## src/rtl/secded_err_monitor.sv

```systemverilog
// SECDED error monitor.
// Sits behind a SECDED decoder: forwards clean or corrected words through a
// one-deep output register, counts corrected and uncorrectable words, captures
// the syndrome of the first erroneous word and tracks an OK/DEGRADED/FAULT
// health state with a one-cycle interrupt on every entry into a bad state.
module secded_err_monitor #(
  parameter int K       = 8,
  parameter int M       = 4,
  parameter int CNT_W   = 16,
  parameter int DEG_THR = 4
) (
  input  logic             clk_i,
  input  logic             rst_ni,
  input  logic             valid_i,
  output logic             ready_o,
  input  logic [K-1:0]     q_i,
  input  logic [M-1:0]     syndrome_i,
  input  logic             sb_err_i,
  input  logic             db_err_i,
  input  logic             sb_fix_i,
  output logic             valid_o,
  input  logic             ready_i,
  output logic [K-1:0]     q_o,
  input  logic             clr_i,
  output logic [CNT_W-1:0] sb_cnt_o,
  output logic [CNT_W-1:0] db_cnt_o,
  output logic [M-1:0]     first_syn_o,
  output logic             first_vld_o,
  output logic [1:0]       state_o,
  output logic             irq_o
);

  typedef enum logic [1:0] {
    ST_OK       = 2'b00,
    ST_DEGRADED = 2'b01,
    ST_FAULT    = 2'b10
  } state_t;

  localparam logic [CNT_W-1:0] CNT_MAX = '1;
  localparam logic [CNT_W-1:0] THR     = CNT_W'(DEG_THR);

  state_t         state_reg;
  state_t         state_next;
  state_t         state_base;
  logic           valid_reg;
  logic [K-1:0]   q_reg;
  logic           first_vld_reg;
  logic           first_vld_next;
  logic [M-1:0]   first_syn_reg;
  logic [M-1:0]   first_syn_next;
  logic           irq_reg;
  logic           irq_next;
  logic           accept;
  logic           word_db;
  logic           word_sb;
  logic           load_out;
  logic [1:0]     cnt_inc;

  // The decoder's "corrected" flag carries no information beyond sb_err_i
  // for classification purposes; it is deliberately ignored.
  logic unused_sb_fix;
  assign unused_sb_fix = sb_fix_i;

  // Upstream may push when the output slot is free or draining this cycle,
  // never in FAULT and never while reset is held.
  assign ready_o  = rst_ni && (!valid_reg || ready_i) && (state_reg != ST_FAULT);
  assign accept   = valid_i && ready_o;
  // Double-bit wins over single-bit when both are flagged.
  assign word_db  = accept && db_err_i;
  assign word_sb  = accept && !db_err_i && sb_err_i;
  // Uncorrectable data is consumed but never forwarded.
  assign load_out = accept && !db_err_i;
  assign cnt_inc  = {word_db, word_sb};

  // Output register: load on a forwardable word, otherwise drain on handshake.
  always_ff @(posedge clk_i) begin
    if (!rst_ni) begin
      valid_reg <= 1'b0;
      q_reg     <= '0;
    end else if (load_out) begin
      valid_reg <= 1'b1;
      q_reg     <= q_i;
    end else if (ready_i) begin
      valid_reg <= 1'b0;
    end
  end

  // Index 0 counts corrected words, index 1 uncorrectable words. A clear
  // zeroes the count first so a word accepted in the same cycle lands on top.
  for (genvar gi = 0; gi < 2; gi++) begin : g_cnt
    logic [CNT_W-1:0] cnt_reg;
    logic [CNT_W-1:0] cnt_next;
    logic [CNT_W-1:0] cnt_base;

    // Saturating increment on top of the (optionally cleared) count.
    always_comb begin
      cnt_base = clr_i ? '0 : cnt_reg;
      cnt_next = cnt_base;
      if (cnt_inc[gi] && (cnt_base != CNT_MAX)) begin
        cnt_next = cnt_base + CNT_W'(1);
      end
    end

    // Counter register.
    always_ff @(posedge clk_i) begin
      if (!rst_ni) begin
        cnt_reg <= '0;
      end else begin
        cnt_reg <= cnt_next;
      end
    end
  end

  // First-error capture: only the first erroneous word after a clear sticks.
  always_comb begin
    first_vld_next = clr_i ? 1'b0 : first_vld_reg;
    first_syn_next = clr_i ? '0 : first_syn_reg;
    if ((word_db || word_sb) && !first_vld_next) begin
      first_vld_next = 1'b1;
      first_syn_next = syndrome_i;
    end
  end

  // First-error capture register.
  always_ff @(posedge clk_i) begin
    if (!rst_ni) begin
      first_vld_reg <= 1'b0;
      first_syn_reg <= '0;
    end else begin
      first_vld_reg <= first_vld_next;
      first_syn_reg <= first_syn_next;
    end
  end

  // Health FSM next state. A clear drops to OK before the current word is
  // applied, so clear plus an uncorrectable word still ends in FAULT.
  always_comb begin
    state_base = clr_i ? ST_OK : state_reg;
    state_next = state_base;
    if (word_db) begin
      state_next = ST_FAULT;
    end else if ((state_base == ST_OK) && word_sb && (g_cnt[0].cnt_next == THR)) begin
      state_next = ST_DEGRADED;
    end
    irq_next = (state_next != state_base) && (state_next != ST_OK);
  end

  // Health FSM state and interrupt registers.
  always_ff @(posedge clk_i) begin
    if (!rst_ni) begin
      state_reg <= ST_OK;
      irq_reg   <= 1'b0;
    end else begin
      state_reg <= state_next;
      irq_reg   <= irq_next;
    end
  end

  assign valid_o     = valid_reg;
  assign q_o         = q_reg;
  assign sb_cnt_o    = g_cnt[0].cnt_reg;
  assign db_cnt_o    = g_cnt[1].cnt_reg;
  assign first_syn_o = first_syn_reg;
  assign first_vld_o = first_vld_reg;
  assign state_o     = state_reg;
  assign irq_o       = irq_reg;

endmodule
```

## config.mk

```make
export PLATFORM = sky130hd
export DESIGN_NAME = secded_err_monitor
export DESIGN_NICKNAME = d
export VERILOG_FILES = /design/src/rtl/secded_err_monitor.sv
export SDC_FILE = /design/constraint.sdc
export NUM_CORES = 1
export LEC_CHECK = 0
export ABC_AREA = 1
export CAP_MARGIN = 25
export CORE_AREA = 4 4 81 83
export DETAILED_ROUTE_END_ITERATION = 12
export DIE_AREA = 0 0 85 87
export PLACE_DENSITY_LB_ADDON = 0.2
export RECOVER_POWER = 100
export SYNTH_ARGS = -nofsm -noshare
export SYNTH_HDL_FRONTEND = slang
export SYNTH_SLANG_ARGS = --single-unit
```

## constraint.sdc

```tcl
create_clock -name clk_i -period 3.7 [get_ports clk_i]
set_input_delay 0.555 -clock clk_i [delete_from_list [all_inputs] [get_ports clk_i]]
set_output_delay 0.555 -clock clk_i [all_outputs]
set_load 0.05 [all_outputs]
```

# [After elaboration in Yosys (flattened, before gate mapping)]
# Index checks and enable logic that the tools add are counted.
[totals] ff_bits=49 output_inout_bits=50 elab_cells=49 input_bits=20
[classes] n_mux=13 reduce_logical=21 n_eq_ne=5 addsub=2
[ops] op="$mux W16" count=4
[ops] op="$add A16 B1 Y16 const B" count=2
[ops] op="$ne A16 B16 Y1 const B" count=2
[ops] op="$eq A16 B3 Y1 const B" count=1
[ops] op="$logic_and A1 B1 Y1" count=12
[ops] op="$mux W4" count=2
[ops] op="$mux W2" count=3
[ops] op="$reduce_bool A2 Y1" count=3
[ops] op="$mux W1" count=4
[ops] op="$logic_not A1 Y1" count=3
[ops] op="$logic_not A2 Y1" count=1
[ops] op="$logic_or A1 B1 Y1" count=2
[ops] op="$ne A2 B2 Y1" count=1
[ops] op="$ne A2 B2 Y1 const B" count=1

# [Depth between registers and ports, before layout]
[depth] ltp_word=15 mapped_depth=23 mapped_depth_nobuf=19

# [Least setup slack after synthesis]
# Ideal clock, no wire load.
[synth_timing] path_kind="input to register" startpoint="in clr_i" endpoint="reg state_reg[0] (netlist: state_o[0])" path_buffers=5 t_arrival_ns=2.634 path_slack_ns=1.002 stages=23 setup_ns=0.064 required_ns=3.636 cell_sequence="buf_6 -> inv_6 -> buf_8 -> buf_6 -> buf_4 -> nand2_1 -> inv_1 -> ha_1 -> nand3_1 -> nor2_1 -> nand2_2 -> clkinv_1 -> nand2_2 -> nand2_2 -> buf_6 -> nand2_1 -> nand2_1 -> nand3_1 -> nor2_1 -> nand2_1 -> nor2_1 -> nor2_1 -> nor2_1"
[synth_between] elab_chain_len=8 word_cells_on_any_way=12 classes_between="add/sub (1); eq/ne (2); mux (5); reduce/logical (4)"
[synth_lines] item="start: declaration" line_no="24" text="input logic clr_i,"
[synth_lines] item="branches (longest 6 deep; another with $add A16 B1 Y16)"
[synth_lines] item="$mux W2 *" line_no="142" text="end else if ((state_base == ST_OK) && word_sb && (g_cnt[0].cnt_next == THR)) begin"
[synth_lines] item="$mux W2 *" line_no="140" text="if (word_db) begin"
[synth_lines] item="end signal: assignment" line_no="154" text="state_reg <= state_next;"
[synth_lines] item="end: declaration" line_no="42" text="state_t state_reg;"
# Mark *: on every way between the ends.
# A chain may end at the register's enable or synchronous reset.

# [Worst setup path in the final report]
[layout_timing] startpoint="in clr_i" endpoint="reg g_cnt[1].cnt_reg[5] (netlist: db_cnt_o[5])"
[layout_between] elab_chain_len=4 word_cells_on_any_way=5 classes_between="add/sub (1); eq/ne (1); mux (2); reduce/logical (1)"
[layout_lines] item="$mux W16 *" line_no="97" text="cnt_base = clr_i ? '0 : cnt_reg;"
[layout_lines] item="branches (longest 2 deep; another with $add A16 B1 Y16)"
[layout_lines] item="$mux W16 *" line_no="99" text="if (cnt_inc[gi] && (cnt_base != CNT_MAX)) begin"
[layout_lines] item="end signal: assignment" line_no="109" text="cnt_reg <= cnt_next;"
[layout_lines] item="end: declaration" line_no="91" text="logic [CNT_W-1:0] cnt_reg;"
# Marked as above.

==> flow_summary.toml <==
[status]
status = "finished clean"

[grt]
grt_pass1_vias = 2804
grt_max_degree = 35
overflow = 0
grtUsageTotal = 0.1969
grt_pass1_wl_um = 12010
antenna_found_initial = 0

[power]
clkPwrFrac = 0.364
p_per_area_nw_per_um2 = 291.4
ir_worst_vdd_v = 0.0001840
p_leak_nw = 1.756
seq_power_share = 0.505
power.internal_w = 0.0007873
swShare = 0.2679
finalPower_w = 0.001075
power.switching_w = 0.0002881
p_comb_frac = 0.131

[floorplanning]
fp-row-count = 28
start_util = 0.4932
die_y_um = 87
die_w_um = 85
ioPinCount = 70
coreArea_sq_um = 5851
fp.dieArea_sq_um = 7395

[timing]
worst_pin_slew_ns = 0.5379
relSlewSlack = 0.6402
slew_viol_final = 0
setup_viol = 0
fin_setup_tns_ns = 0
grt_setup_unrepaired = "no"
fin_skew_ns = 0.006872
fmax_mhz = 313.8
fin_crit_ns = 3.187
fin_crit_sh = 0.8612
finalHoldViolCount = 0
layout_setup_ws_ns = 0.5134

[synthesis]
yosys.area.top_type = "dfxtp_1"
synth_seq_cells = 49
synth_top_area_frac = 0.3400
avgSynthCellArea_sq_um = 6.259
yosys_warnings = 0
synth_seq_area_share = 0.3400
synthCells = 461
synth_nets = 483
synth.cell_area_sq_um = 2885
yosys-top-cells-area = "dfxtp_1, nand2_1, nor2_1"
synth_cell_type_count = 32

[flow_run]
maxCapViolCount = 0

[clocking]
root_buffer = "clkbuf_8"
hold_buffers = 0
cts.sinks = 49
cts_resized = 0
path_clk_slew_ns = 0.10
numCtsBuffers = 5
clk_path_buf_depth = 2
cts_tree = "done"
clk_latency_ns = 0.30
cts_setup_buffers = 0
htreeDepth = 2

[critical_path]
worst_setup_path_end_kind = "flop"
required_ns = 3.92
setup.worst_path.start_class = "input port"
critPathArrivalTime_ns = 3.41
worst-setup-path-type = "in -> reg"
critPathMaxFanout = 18

[routing]
viasPerCell = 4.821
vias = 2912
wl_um = 7090
wl_met2_um = 3321
wl_per_cell_um = 11.74
drc = 0
routed.top_layer = "met4"
drt_first_pass_iters = 4
dr_wl_met3_um = 584
wl_met1_um = 3118
ant_nets = 0
drt_iter0_drc = 150

[cells_and_area]
final_cell_mix = "nand2_1, nor2_1, inv_1, dlygate4sd3_1, dfxtp_1"
fin_area_sq_um = 3690
seqCellArea_sq_um = 980.9
num-nets-final = 550
area_delta_synth_final_pct = 27.88
layout-drive-gt1-share = 0.06238
antenna_cells = 0
n_fill_cell = 542
fin_util = 0.6307
final_common_cell = "nand2_1"
multi_input_area_sq_um = 1514

[hold_path]
hold_path.class = "reg -> reg"

[placement]
gp_congestion = 0.8392
dp_hpwl_um = 5367
place_ws_ns = 0.4242
port_buffers = 68
placed_area_sq_um = 3601
-- kinds of logic after synthesis --
kind of cell	synth area share
buffers and inverters	0.1262
adder cells (fa/ha/maj)	0.008672
AND/OR/NAND/NOR	0.4085
AO/OA/AOI/OAI	0.08023
XOR/XNOR	0.03643
flip-flops	0.3400
-- sequential cells by signal, indices dropped and copies added (netlist names) --
name and flops:
first_vld_o 1, irq_o 1, first_syn_o 4, state_o 2
valid_o 1, db_cnt_o 16, sb_cnt_o 16, q_o 8
-- layout make-up --
type                            count  share of cell area
Timing Repair Buffer               73              0.1946
Inverter                           70             0.07257
Tap cell                           75             0.02543
Sequential cell                    49              0.2659
Clock inverter                      3             0.01255
Multi-Input combinational cell    329              0.4103
Clock buffer                        5             0.01865
-- Yosys cell counts (all sizes together) --
cell type	instances
nand2	130
nor2	95
inv	68
dfxtp	49
nand3	32
a21oi	24
o21ai	18
xor2	9
buf	8
nor3	8
clkbuf	5
nand4	5
xnor2	3
clkinv	2
ha	2
a31oi	1
nor3b	1
nor4	1
-- stage by stage --
step / hold WS [ns] / std cells
2_1_floorplan: 0.6803 / 461
3_3_place_gp: 0.4490 / 596
3_5_place_dp: 0.4538 / 596
4_1_cts: 0.4689 / 604
5_1_grt: 0.5066 / 604
6_report: 0.4646 / 604
-- power groups by stage --
stage / registers, W / logic, W / clock network [W]
2_1_floorplan: 0.000592 / 0.0000572 / 0
3_5_place_dp: 0.000556 / 0.000146 / 0
4_1_cts: 0.000544 / 0.000147 / 0.000405
5_1_grt: 0.000545 / 0.000154 / 0.000423
6_report: 0.000543 / 0.000141 / 0.000392
3_3_place_gp: 0.000556 / 0.000145 / 0
-- worst max-delay path, stage by stage --
cell	delay (ns)
dlygate4sd3_1	0.72
nor2_1	0.38
ha_1	0.24
nand2_1	0.06
nor2_1	0.15
nand2_1	0.07
nor3_1	0.26
nand2_1	0.24
nor2_4	0.18
a21oi_4	0.15
nand2_1	0.13
nor3_1	0.06
nor3_1	0.20
-- worst paths after layout --
path                                from                           to  slack [ns]  depth (start not counted)
max                                clr_i       db_cnt_o[5]$_SDFF_PN0_        0.51                         13
min          first_syn_o[1]$_SDFFE_PN0P_  first_syn_o[1]$_SDFFE_PN0P_        0.46                          2
max reg2reg       db_cnt_o[0]$_SDFF_PN0_       db_cnt_o[5]$_SDFF_PN0_        1.20                         13
min reg2reg  first_syn_o[1]$_SDFFE_PN0P_  first_syn_o[1]$_SDFFE_PN0P_        0.46                          2
-- per-layer routing --
layer  vias to the layer above  global-route usage
met2                        78              0.3376
met3                         7             0.06244
li1                       1553                   -
met1                      1274              0.2357
met5                         -                   0
met4                         0             0.05899
(Power assumes the default switching activity.)
